`config.mk`:
```
export PLATFORM = sky130hd
export DESIGN_NAME = vischain_drain
export DESIGN_NICKNAME = d
export VERILOG_FILES = /design/src/rtl/vischain_pkg.sv /design/src/rtl/vischain_cell.sv /design/src/rtl/vischain_drain.sv
export SDC_FILE = /design/constraint.sdc
export NUM_CORES = 1
export LEC_CHECK = 0
export BUFFER_PORTS_ARGS = -buffer_cell sky130_fd_sc_hd__buf_2
export CAP_MARGIN = 10
export CORE_MARGIN = 1
export CORE_UTILIZATION = 45
export CTS_BUF_LIST = sky130_fd_sc_hd__clkbuf_16
export DETAILED_ROUTE_END_ITERATION = 10
export PLACE_DENSITY = 0.79
export RECOVER_POWER = 25
export REMOVE_ABC_BUFFERS = 1
export SLEW_MARGIN = 40
export SYNTH_ARGS = -nofsm -noshare
export SYNTH_HDL_FRONTEND = slang
export SYNTH_HIERARCHICAL = 1
export SYNTH_SLANG_ARGS = --single-unit
```
`constraint.sdc`:
```
create_clock -name clock -period 2.6 [get_ports clock]
set_clock_uncertainty 0.1 [all_clocks]
set_input_delay 0 -clock clock [delete_from_list [all_inputs] [get_ports clock]]
set_output_delay 0 -clock clock [all_outputs]
set_load 0.02 [all_outputs]
```
`src/rtl/vischain_pkg.sv`:
```
// rtl/vischain_pkg.sv - shared types and sizing helpers for the visibility readout chain
//
// Provides:
//   state_t      - drain FSM states (IDLE, DRAIN)
//   frame_words  - words per frame for a chain of a given length (2 per unit)
//   cnt_bits     - width of the word counter for a chain of a given length
package vischain_pkg;

  typedef enum logic {
    IDLE  = 1'b0,
    DRAIN = 1'b1
  } state_t;

  function automatic int frame_words(input int length);
    return 2 * length;
  endfunction

  function automatic int cnt_bits(input int length);
    return (2 * length > 1) ? $clog2(2 * length) : 1;
  endfunction

endpackage

```
`src/rtl/vischain_cell.sv`:
```
// rtl/vischain_cell.sv - one (re, im) register pair of the visibility readout chain
//
// Ports:
//   clock, reset_n  clock and asynchronous active-low reset
//   capture         load re_i/im_i into the pair
//   shift           advance one word toward the head: im -> re, next_re_i -> im
//   re_i, im_i      parallel capture values
//   next_re_i       re word of the following cell (zero at the tail)
//   head_o          word this cell presents toward the head (its re register)
module vischain_cell #(
  parameter int WIDTH = 7
) (
  input  logic             clock,
  input  logic             reset_n,
  input  logic             capture,
  input  logic             shift,
  input  logic [WIDTH-1:0] re_i,
  input  logic [WIDTH-1:0] im_i,
  input  logic [WIDTH-1:0] next_re_i,
  output logic [WIDTH-1:0] head_o
);

  logic [WIDTH-1:0] re_q;
  logic [WIDTH-1:0] im_q;

  // Capture wins over shift: a reload on the last-word handshake replaces the frame.
  always_ff @(posedge clock or negedge reset_n) begin
    if (!reset_n) begin
      re_q <= '0;
      im_q <= '0;
    end else if (capture) begin
      re_q <= re_i;
      im_q <= im_i;
    end else if (shift) begin
      re_q <= im_q;
      im_q <= next_re_i;
    end
  end

  assign head_o = re_q;

endmodule

```
`src/rtl/vischain_drain.sv`:
```
// rtl/vischain_drain.sv - parallel-capture, word-serial drain of correlator visibilities
//
// Ports:
//   clock, reset_n  clock and asynchronous active-low reset
//   load_i          one-cycle strobe: capture every unit's re/im accumulators
//   re_i, im_i      packed accumulators, unit k at [k*WIDTH +: WIDTH]
//   valid_o         data_o holds a valid word
//   ready_i         downstream accepts the word when valid_o && ready_i
//   data_o          current word (frame order re0, im0, re1, im1, ...)
//   last_o          current word is the final word of the frame
//   busy_o          a frame is held and not yet fully accepted
//   overflow_o      sticky: a load arrived mid-frame and was dropped
module vischain_drain
  import vischain_pkg::*;
#(
  parameter int LENGTH = 3,
  parameter int WIDTH  = 7,
  parameter int CBITS  = cnt_bits(LENGTH)
) (
  input  logic                    clock,
  input  logic                    reset_n,
  input  logic                    load_i,
  input  logic [LENGTH*WIDTH-1:0] re_i,
  input  logic [LENGTH*WIDTH-1:0] im_i,
  output logic                    valid_o,
  input  logic                    ready_i,
  output logic [WIDTH-1:0]        data_o,
  output logic                    last_o,
  output logic                    busy_o,
  output logic                    overflow_o
);

  localparam logic [CBITS-1:0] LAST_CNT = CBITS'(frame_words(LENGTH) - 1);

  state_t           state;
  logic [CBITS-1:0] cnt;
  logic             overflow;

  logic             handshake;
  logic             at_last;
  logic             capture;
  logic             shift;
  logic             drop;

  logic [WIDTH-1:0] head    [LENGTH];
  logic [WIDTH-1:0] next_re [LENGTH];

  assign at_last   = (state == DRAIN) && (cnt == LAST_CNT);
  assign handshake = (state == DRAIN) && ready_i;
  // A load is only honoured when the chain is empty or is emptying this very cycle.
  assign capture   = load_i && ((state == IDLE) || (handshake && at_last));
  assign shift     = handshake && !capture;
  assign drop      = load_i && (state == DRAIN) && !(handshake && at_last);

  always_ff @(posedge clock or negedge reset_n) begin
    if (!reset_n) begin
      state    <= IDLE;
      cnt      <= '0;
      overflow <= 1'b0;
    end else begin
      case (state)
        IDLE: begin
          if (load_i) begin
            state <= DRAIN;
            cnt   <= '0;
          end
        end
        DRAIN: begin
          if (handshake) begin
            if (at_last) begin
              cnt <= '0;
              if (!load_i) state <= IDLE;
            end else begin
              cnt <= cnt + 1'b1;
            end
          end
        end
        default: begin
          state <= IDLE;
          cnt   <= '0;
        end
      endcase
      if (drop) overflow <= 1'b1;
    end
  end

  for (genvar k = 0; k < LENGTH; k++) begin : g_cell
    // The tail feeds zeros so a fully drained chain rests at zero.
    if (k == LENGTH - 1) begin : g_tail
      assign next_re[k] = '0;
    end else begin : g_link
      assign next_re[k] = head[k+1];
    end

    vischain_cell #(
      .WIDTH(WIDTH)
    ) u_cell (
      .clock    (clock),
      .reset_n  (reset_n),
      .capture  (capture),
      .shift    (shift),
      .re_i     (re_i[k*WIDTH +: WIDTH]),
      .im_i     (im_i[k*WIDTH +: WIDTH]),
      .next_re_i(next_re[k]),
      .head_o   (head[k])
    );
  end

  assign valid_o    = (state == DRAIN);
  assign busy_o     = (state == DRAIN);
  assign last_o     = at_last;
  assign data_o     = head[0];
  assign overflow_o = overflow;

endmodule
```
==> metrics <==
Final min period=between 2 and 2.5 ns; via count=1809; flops & latches, synth=between 40 and 50; normalized max-slew margin=between 20% and 30%; Worst-Margin Slew=about 1.1 ns; Rows=25; most common cell after layout, fill and taps aside=buf_2; Remaining DRCs=0; register area share after synthesis=52.14%; clk sinks=between 40 and 50; Initial Utilization=between 40% and 50%; die span in x=about 73 µm; Placeable Area=approximately 0.0048 mm²; Clock transition at path regs=around 0.060 ns; largest net degree at the start of global routing=53; total CTS buffers=5; final setup margin=a little under 0.6 ns; status=finished, final reports clean; multi-input logic area=970.9 µm²; Area growth syn-to-layout=39.05%; Worst VDD drop=about 0.41 mV; total die area=roughly 0.0053 mm²; r2r setup slk=0.58 ns; Synth cell types=23; fin. max-slew vios=0; period utilization=slightly below 80%; layout cells sized above 1=between 20% and 30%; top cells by area, synth=dfrtp_1, mux2i_1, nand2_1; RSZ-0062 raised after global routing=no; I/O pin count=57; sequential cell area=0.001176 mm²; fmax=around 500 MHz; Port Buffers=56; WS Path Type=flop to flop; grt ovf=0; filler cell count=387; placed cell count=330; Post-Syn Area=between 0.002 and 0.0025 mm²; Reg2Reg Capture Point=g_cell[1].u_cell/head_o[4]; Worst EP arrival=2.06 ns; Synthesis Warnings=6; antenna violations before repair=0; Final Util=around two thirds; clock root buffer master=clkbuf_16; Total Wirelength=about 4600 µm; worst r2r src=cnt[0]; DRT Pass-1 Iters=4; Final nets=about 360; Setup crit start kind=flop; Crit. Startpoint=cnt[0]; Max clock buf depth=2; Final Setup Violations=0; vias in the first global route=about 1800; remaining antenna violation count=0; first-pass GRT wire length=between 7000 and 8000 µm; placed wire-length estimate=2811 µm; final cell count without fillers=383; Hold Vio Cnt, Final=0; clk_lat worst skew=roughly 0.28 ns; Static Leak=~1.5 nW; power per cell area=between 800 and 900 mW/mm²; DP Worst Slack=approximately 0.57 ns; worst min path class=input pin to asynchronous set/reset pin; Ant. Diodes=0; Worst Path Required=roughly 2.6 ns; Hold Slack=between 0.3 and 0.4 ns; most frequent cells in the layout=buf_2, dfrtp_1, dlygate4sd3_1; r2r worst-path depth=6; number of max-cap violations=0; crit-path max FO=24; Routed WL per cell=around 12 µm; leading area contributor after synthesis=dfrtp_1; gpl congestion=about 0.76; Syn Inst Count=between 200 and 250; CTS H-tree depth=2; initial drt markers=69; GR Util All Layers=19.42%; CP Capture Type=flop; Overall Power=approximately 2.7 mW; post_cts resized=0; vias per inst=between 4 and 5; mean post-synth cell area=10.59 µm²; post-synth top area share=52.14%; Die Y=72.81 µm; CTS tree=yes
## worst max-delay path by stage
stage                                 endpoint  slack, ns  cells past startpoint
CTS                 g_cell[2].u_cell/head_o[6]       0.57                      6
floorplan           g_cell[0].u_cell/head_o[3]      -1.96                      5
global placement    g_cell[1].u_cell/head_o[4]       0.67                      6
detailed placement  g_cell[2].u_cell/head_o[6]       0.57                      6
global route        g_cell[1].u_cell/head_o[4]       0.39                      6
finish              g_cell[1].u_cell/head_o[4]       0.58                      6
## power by group
part	total (mW)	switching [mW]	internal (mW)
clock network	0.599	0.252	0.347
registers	1.27	0.196	1.08
logic	0.868	0.449	0.419
total	2.74	0.896	1.84
## what timing repair did
action / 4_1_cts / 5_1_grt
buffers inserted: 0 / 0
hold buffers: 45 / 0
hold endpoints to repair: 93 / 0
## registers in the layout, indices dropped and copies added (netlist names)
signal and count:
overflow_o 1, g_cell.u_cell/head_o 21, cnt 3, busy_o 1, g_cell.u_cell/im_q 21
## synthesized netlist by cell type
master     n
a21oi_1    2
and2_1     1
and3_2     1
buf_12     3
buf_2      9
buf_4      1
buf_6      3
conb_1     1
dfrtp_1   47
ha_1       2
inv_1      2
mux2i_1   42
nand2_1   44
nand2_2    1
nand2b_1   1
nand3_1    1
nor2_1     2
nor2b_1    1
o21ai_0   14
o21ai_1   31
o21bai_1   1
o221ai_1   1
o31ai_1    2
## per-layer routing
layer  share of wire, %  up-vias  global-route usage, %
met5                  0        -                      0
met2                 49       48                  34.99
met1                 45      823                  22.02
met4                2.4        0                  7.625
li1                   -      925                      -
met3                3.7       13                  4.834
## logic make-up (layout without fill, tap and decap cells)
group / count (synthesis) / count (layout) / synth area share (%)
flops: 47 / 47 / 52.14
mux: 42 / 42 / 18.64
compound gates: 51 / 51 / 11.81
simple gates: 52 / 52 / 9.319
buf+inv: 18 / 115 / 6.822
other cells: 1 / 7 / 0.1662
fa+ha+maj: 2 / 2 / 1.109
## critical path: stages (launching register included)
cell	delay [ns]
dfrtp_1	0.41
ha_1	0.26
and2_1	0.22
a21oi_4	0.16
buf_4	0.37
mux2i_1	0.24
o21ai_0	0.09
## per-stage QoR
| stage | instance area [µm²] | setup TNS, ns |
|---|---|---|
| 2_1_floorplan | 2132 | -81.71 |
| 3_3_place_gp | 2549 | 0 |
| 3_5_place_dp | 2551 | 0 |
| 4_1_cts | 3139 | 0 |
| 5_1_grt | 3137 | 0 |
| 6_report | 3137 | 0 |
## layout make-up
cell class                      instances  share of cell area [%]
Multi-Input combinational cell        154                   30.95
Tap cell                               67                   2.673
Clock buffer                            5                   3.989
Sequential cell                        47                   37.50
Clock inverter                          3                  0.3989
Timing Repair Buffer                  105                   24.25
Inverter                                2                  0.2393
No activity file was read; power rests on OpenSTA's default activity.
